### src/rtl/inv_mix_col_seq.sv
// Column-serial InvMixColumns sequencer: one shared 32-bit column unit is time-shared
// across the NUM_COLS columns of a state, with a per-block bypass for the final round.
module inv_mix_col_seq #(
  parameter int NUM_COLS = 4,
  parameter int CNT_W    = 16
) (
  input  logic                  clk,
  input  logic                  rst,
  input  logic                  in_valid,
  output logic                  in_ready,
  input  logic [32*NUM_COLS-1:0] in_state,
  input  logic                  in_bypass,
  output logic                  col_en,
  output logic [31:0]           col_out,
  input  logic [31:0]           col_in,
  output logic                  out_valid,
  input  logic                  out_ready,
  output logic [32*NUM_COLS-1:0] out_state,
  output logic                  busy,
  output logic [CNT_W-1:0]      blk_count
);
  localparam int SW    = 32*NUM_COLS;
  localparam int IDX_W = (NUM_COLS > 1) ? $clog2(NUM_COLS) : 1;
  localparam logic [IDX_W-1:0] LAST_IDX = IDX_W'(NUM_COLS-1);

  typedef enum logic [1:0] {
    S_IDLE = 2'd0,
    S_RUN  = 2'd1,
    S_DONE = 2'd2
  } state_t;

  state_t           r_state;
  logic [SW-1:0]    r_src;
  logic [SW-1:0]    r_res;
  logic [SW-1:0]    r_out_state;
  logic [IDX_W-1:0] r_col_idx;
  logic             r_in_ready;
  logic             r_out_valid;
  logic             r_col_en;
  logic [31:0]      r_col_out;
  logic             r_busy;
  logic [CNT_W-1:0] r_blk_count;

  logic [SW-1:0]    w_res_upd;
  logic [IDX_W-1:0] w_nxt_idx;
  logic             w_last;

  // Result with the column currently in the shared unit merged in; on the last
  // column this is the complete output and goes straight to out_state.
  always_comb begin
    w_res_upd = r_res;
    w_res_upd[32*r_col_idx +: 32] = col_in;
    w_nxt_idx = r_col_idx + 1'b1;
    w_last    = (r_col_idx == LAST_IDX);
  end

  always_ff @(posedge clk) begin
    if (rst) begin
      r_state     <= S_IDLE;
      r_src       <= '0;
      r_res       <= '0;
      r_out_state <= '0;
      r_col_idx   <= '0;
      r_in_ready  <= 1'b1;
      r_out_valid <= 1'b0;
      r_col_en    <= 1'b0;
      r_col_out   <= '0;
      r_busy      <= 1'b0;
      r_blk_count <= '0;
    end else begin
      case (r_state)
        S_IDLE: begin
          if (in_valid && r_in_ready) begin
            r_src      <= in_state;
            r_res      <= in_state;
            r_col_idx  <= '0;
            r_in_ready <= 1'b0;
            r_busy     <= 1'b1;
            if (in_bypass) begin
              r_state     <= S_DONE;
              r_out_valid <= 1'b1;
              r_out_state <= in_state;
            end else begin
              r_state   <= S_RUN;
              r_col_en  <= 1'b1;
              r_col_out <= in_state[31:0];
            end
          end
        end
        S_RUN: begin
          r_res <= w_res_upd;
          if (w_last) begin
            r_state     <= S_DONE;
            r_col_idx   <= '0;
            r_col_en    <= 1'b0;
            r_col_out   <= '0;
            r_out_valid <= 1'b1;
            r_out_state <= w_res_upd;
          end else begin
            r_col_idx <= w_nxt_idx;
            r_col_out <= r_src[32*w_nxt_idx +: 32];
          end
        end
        S_DONE: begin
          if (out_ready) begin
            r_state     <= S_IDLE;
            r_out_valid <= 1'b0;
            r_in_ready  <= 1'b1;
            r_busy      <= 1'b0;
            r_blk_count <= r_blk_count + 1'b1;
          end
        end
        default: begin
          r_state     <= S_IDLE;
          r_col_idx   <= '0;
          r_in_ready  <= 1'b1;
          r_out_valid <= 1'b0;
          r_col_en    <= 1'b0;
          r_col_out   <= '0;
          r_busy      <= 1'b0;
        end
      endcase
    end
  end

  assign in_ready  = r_in_ready;
  assign out_valid = r_out_valid;
  assign col_en    = r_col_en;
  assign col_out   = r_col_out;
  assign out_state = r_out_state;
  assign busy      = r_busy;
  assign blk_count = r_blk_count;

endmodule

### config.mk
export PLATFORM = sky130hd
export DESIGN_NAME = inv_mix_col_seq
export DESIGN_NICKNAME = d
export VERILOG_FILES = /design/src/rtl/inv_mix_col_seq.sv
export SDC_FILE = /design/constraint.sdc
export NUM_CORES = 1
export LEC_CHECK = 0
export ABC_CLOCK_PERIOD_IN_PS = 4700
export BUFFER_PORTS_ARGS = -buffer_cell sky130_fd_sc_hd__buf_2
export CORE_MARGIN = 1
export CORE_UTILIZATION = 52
export CTS_CLUSTER_DIAMETER = 50
export DETAILED_ROUTE_END_ITERATION = 8
export PLACE_DENSITY = 0.75
export RECOVER_POWER = 25
export SLEW_MARGIN = 20
export SYNTH_ARGS = -nofsm -noshare
export SYNTH_HDL_FRONTEND = slang
export SYNTH_SLANG_ARGS = --single-unit
### constraint.sdc
create_clock -name clk -period 4.7 [get_ports clk]
set_input_delay 0.47 -clock clk [delete_from_list [all_inputs] [get_ports clk]]
set_output_delay 0.47 -clock clk [all_outputs]
set_load 0.02 [all_outputs]
[Word-level counts from Yosys, hierarchy flattened]
Cells that the tools add are included.
W data, S select, Z words.
Storage, ports and cells
  bits of input ports: 165
  output and inout bits: 180
  register bits: 440
Cells by class
  bitwise gates (word level): 2
  reduce and logical (&&, ||, !) cells: 13
  add/subtract/negate cells: 3
  multiplexer cells: 33
  equality and inequality tests: 8
  shifts and indexed selects: 3
Operator list (number)
  $mux W128: 4
  $pmux W128 S2: 2
  $bwmux W128: 1
  $shift A32 B34 Y128 const A: 1
  $shiftx A128 B8 Y32: 1
  $shiftx A32 B34 Y128: 1
  $mux W32: 3
  $pmux W32 S3: 1
  $neg A7 Y34: 1
  $add A16 B1 Y16 const B: 1
  $mux W2: 6
  $pmux W1 S3: 4
  $pmux W2 S3: 2
  $reduce_and A4 Y1: 3
  $mux W1: 10
  $ne A2 B2 Y1 const B: 5
  $reduce_and A3 Y1: 3
  $reduce_and A2 Y1: 4
  $eq A2 B2 Y1 const B: 2
  $add A2 B1 Y2 const B: 1
  $eq A2 B1 Y1 const B: 1
  $logic_not A2 Y1: 1
  $not A1 Y1: 2
  $reduce_bool A2 Y1: 1
  $logic_and A1 B1 Y1: 1

[Longest topological paths before layout]
  depth in word-level cells: 5
  gate-level depth with buffers: 12
  depth with buffers taken out: 6

[Least setup slack after synthesis]
Ideal clock, no wire load.
  path kind: reg2reg
  start: register r_col_idx[0]
  end: register r_col_out[10] (netlist: col_out[10])
  cell stages (with the launch flop): 12
  arrival time: 2.831 ns
  setup slack: 1.751 ns
  path buffers: 6
  data required time: 4.583 ns
  clock period less this slack: 2.949 ns
  cells stage by stage: dfxtp_1 -> buf_2 -> buf_2 -> buf_2 -> inv_1 -> ha_1 -> buf_4 -> buf_4 -> buf_1 -> mux4_2 -> a22oi_1 -> nand2_1
On the way
  longest elaborated chain between the ends: 4
RTL lines
  start: declaration: RTL line 36  | logic [IDX_W-1:0] r_col_idx;
  start signal: assignment: RTL line 100  | r_col_idx <= w_nxt_idx;
  $add A2 B1 Y2: RTL line 53  | w_nxt_idx = r_col_idx + 1'b1;
  $shiftx A128 B8 Y32: RTL line 101  | r_col_out <= r_src[32*w_nxt_idx +: 32];
  $mux W32 (*): RTL line 92  | if (w_last) begin
  $pmux W32 S3 (*): RTL line 71  | case (r_state)
  end signal: assignment: RTL line 86  | r_col_out <= in_state[31:0];
  end signal: assignment: RTL line 101
  end: declaration: RTL line 40  | logic [31:0] r_col_out;
Every way passes the cells marked *; elsewhere a longest branch is shown, timed or not.
A chain may end at the register's enable or synchronous reset.

[Worst setup path in the final report]
  start: register r_col_idx[0]
  end: register r_out_state[41] (netlist: out_state[41])
On the way
  longest elaborated chain between the ends: 5
RTL lines
  $neg A7 Y34: RTL line 52  | w_res_upd[32*r_col_idx +: 32] = col_in;
  $shiftx A32 B34 Y128 or $shift A32 B34 Y128 (tied branches): RTL line 52
  $bwmux W128: RTL line 52
  $mux W128: RTL line 92
  $pmux W128 S2: RTL line 71
  end signal: assignment: RTL line 82  | r_out_state <= in_state;
  end signal: assignment: RTL line 98  | r_out_state <= w_res_upd;
  end: declaration: RTL line 35  | logic [SW-1:0] r_out_state;
Several ways; a longest one is shown, not always the timed one. The select of a mux whose other input is x is not followed.

==> flow_summary.ini <==
[routing]
drt_wl_total_mm = 70.2
vias_per_cell = 6.49
firstDrtPassIters = 6
num_vias = 19300
drcViolationCount = 0
drt_iter0_drc = 2125
wire_per_inst_um = 23.6
ant_nets = 0

[worst_setup_path]
r2r_cells = 7
crit_type = reg -> reg
r2r_setup_slack_ns = 1.36
r2r_end = out_state[41]
path_max_fanout = 31
startpoint_type = flop
crit_path_end_kind = flop
r2r_start = r_col_idx[0]
required_ns = 5.16
worstPathArrival_ns = 3.81

[global_route]
grt_first_pass_wirelength_mm = 106
busiest_layer = met2
grt_max_degree = 128
met1_usage = 0.441
grt_util_met2 = 0.598
grt_util_met3 = 0.0567
track_usage = 0.359
antenna_found_initial = 7
grt_overflow_total = 0
grt_pass1_vias = 18100

[cts]
cts_resized = 0
clkLatencyLatePin_ns = 0.57
clock_sinks = 440
cts_tree = yes
root_buffer = clkbuf_16
clk_pin_slew_ns = 0.06
hold_buffers = 0
post-cts-setup-buffers = 0
numCtsBuffers = 47
htree_levels = 2
clockBufferDepth = 3

[finish]
fin_nets = 2643
final_cell_count_no_fill = 2979
areaGrowthSynthToFinish_pct = 15.9
drive_gt1_frac = 0.150

[die]
num_rows = 70
start_util = 0.528
fp.dieH_um = 195
die-width_um = 195
pin_count = 345
fp.dieArea_mm2 = 0.0380
core-area_mm2 = 0.0366

[place]
place_ws_ns = 1.24
io_buffers = 344
place_inst = 2890
gp_congestion = 0.916
dp_hpwl_mm = 46.0

[synthesis]
yosysSeqAreaShare = 0.456
synthCells = 2267
ys_top_cells_by_area = dfxtp_1 46%, nand2_1 10%, a21oi_1 8.6%, a221oi_1 4.3%, mux4_2 3.7%
synth_seq_cells = 440
yosysTopAreaCell = dfxtp_1
netlist_area_mm2 = 0.0193
syn_nets = 2439
synth_cell_type_count = 53
synthArstFlopShare = 0
yosysWarnings = 0
synth_top_flop_cell = dfxtp_1
syn_avg_cell_area_um2 = 8.53
synth_edf_count = 0
synth.top_cell.area_share = 0.456

[sta]
min_period_ns = 3.34
worst_pin_slew_ns = 1.15
finalCritPeriodShare = 0.711
hold_viol_final = 0
clock_skew_ns = 0.0194
rsz0062_at_grt = false
max_freq_mhz = 299
setup_ws_ns = 1.36
timing.slew.headroom = 0.235
maxSlewViolCount = 0
setup_viol = 0
tns_ns = 0

[pwr]
power_density_mw_per_mm2 = 421
ir_drop_uv = 266
p_leak_uw = 0.00855
power_uw = 9430

[min_path]
whs_path_depth = 3
hp-class = in -> reg
whs_endpoint = col_out[1]
min_from = in_state[1]

[flow_run]
maxCapViolCount = 0

[run_status]
status = finished clean
==> cells by family after synthesis <==
kind of cell               share of synthesized area
DFF                                            0.456
adders and majority gates                    0.00453
muxes                                         0.0384
and+or+nand+nor                                0.192
buffers and inverters                         0.0514
AOI/OAI and AO/OA                              0.254
xor gates and xnor gates                     0.00408
==> flip-flops by register name, indices dropped and copies added (netlist names) <==
signal and flops:
out_state 128, r_res 128, r_src 128, col_out 32, blk_count 16, r_col_idx 2, r_state 2, busy 1
col_en 1, in_ready 1, out_valid 1
==> layer usage <==
metal | vias to the layer above | share of wire
li1 | 8595 | -
met1 | 9269 | 0.37
met2 | 1201 | 0.48
met3 | 260 | 0.092
met4 | 10 | 0.064
met5 | - | 0.0010
==> final cells by class <==
class                   count  area, µm²
fillers                  3271      14200
multi-input cells        1591       9630
flip-flops and latches    440       8810
repair buffers            379       1810
clock buffers              71       1350
well taps                 468        586
clock inverters            14        164
inverters                  12       46.3
diodes                      4       10.0
==> cells in the mapped netlist (32+ instances only) <==
cell        n
a21o_1     33
a21oi_1   331
a221oi_1   95
a22o_1     32
a22oi_1    33
buf_2      68
clkbuf_1  135
dfxtp_1   440
mux4_2     32
nand2_1   517
nor2_1    150
nor3b_1    32
o32ai_1    69
or3_1      68
==> cell usage in the layout, fill, tap and decap left out, types with 5 or more instances in the layout <==
cell type / Yosys / layout
a211oi_1: 31 / 31
a21o_1: 33 / 33
a21oi_1: 331 / 330
a221oi_1: 95 / 95
a22o_1: 32 / 32
a22oi_1: 33 / 33
buf_2: 68 / 188
buf_4: 6 / 34
clkbuf_1: 135 / 171
clkbuf_16: 0 / 47
clkbuf_8: 0 / 9
clkinv_2: 0 / 7
dfxtp_1: 440 / 437
ha_1: 7 / 6
inv_1: 12 / 9
mux4_2: 32 / 32
nand2_1: 517 / 516
nand3_1: 7 / 7
nand3b_1: 31 / 31
nand4_1: 5 / 5
nor2_1: 150 / 150
nor3_1: 7 / 5
nor3b_1: 32 / 31
o21ai_0: 8 / 8
o31ai_1: 31 / 31
o32ai_1: 69 / 69
o32ai_2: 28 / 28
or3_1: 68 / 68
xor2_1: 5 / 5
==> critical path, cell delays in order, from the launching register on <==
cell and delay (ns):
dfxtp_2 0.65, inv_1 0.17, ha_2 0.84, buf_4 0.39
and4b_1 0.22, buf_4 0.40, a221oi_1 0.19, o32ai_1 0.36
==> metrics by stage <==
stage                util  hold slack (ns)  instance area (µm²)
floorplan               -            0.425                19300
global placement    0.576            0.433                21100
detailed placement  0.576            0.442                21100
CTS                 0.617            0.118                22600
global route        0.612            0.143                22400
finish              0.612            0.131                22400
==> power by group <==
part	leakage [µW]	switching (µW)	internal (µW)
sequential	0.00360	219	4030
clock	0.000744	1540	2150
combinational	0.00421	1000	498
total	0.00855	2760	6670
==> worst max-delay path by stage <==
stage | from | end | slack [ns] | cells past startpoint
global placement | rst | out_state[57] | 1.30 | 5
CTS | r_col_idx[0] | out_state[50] | 1.39 | 7
finish | r_col_idx[0] | out_state[41] | 1.36 | 7
detailed placement | rst | out_state[57] | 1.24 | 5
global route | r_col_idx[0] | out_state[40] | 1.10 | 7
floorplan | r_col_idx[0] | col_out[10] | 1.75 | 11
No activity file was read; power rests on OpenSTA's default activity.
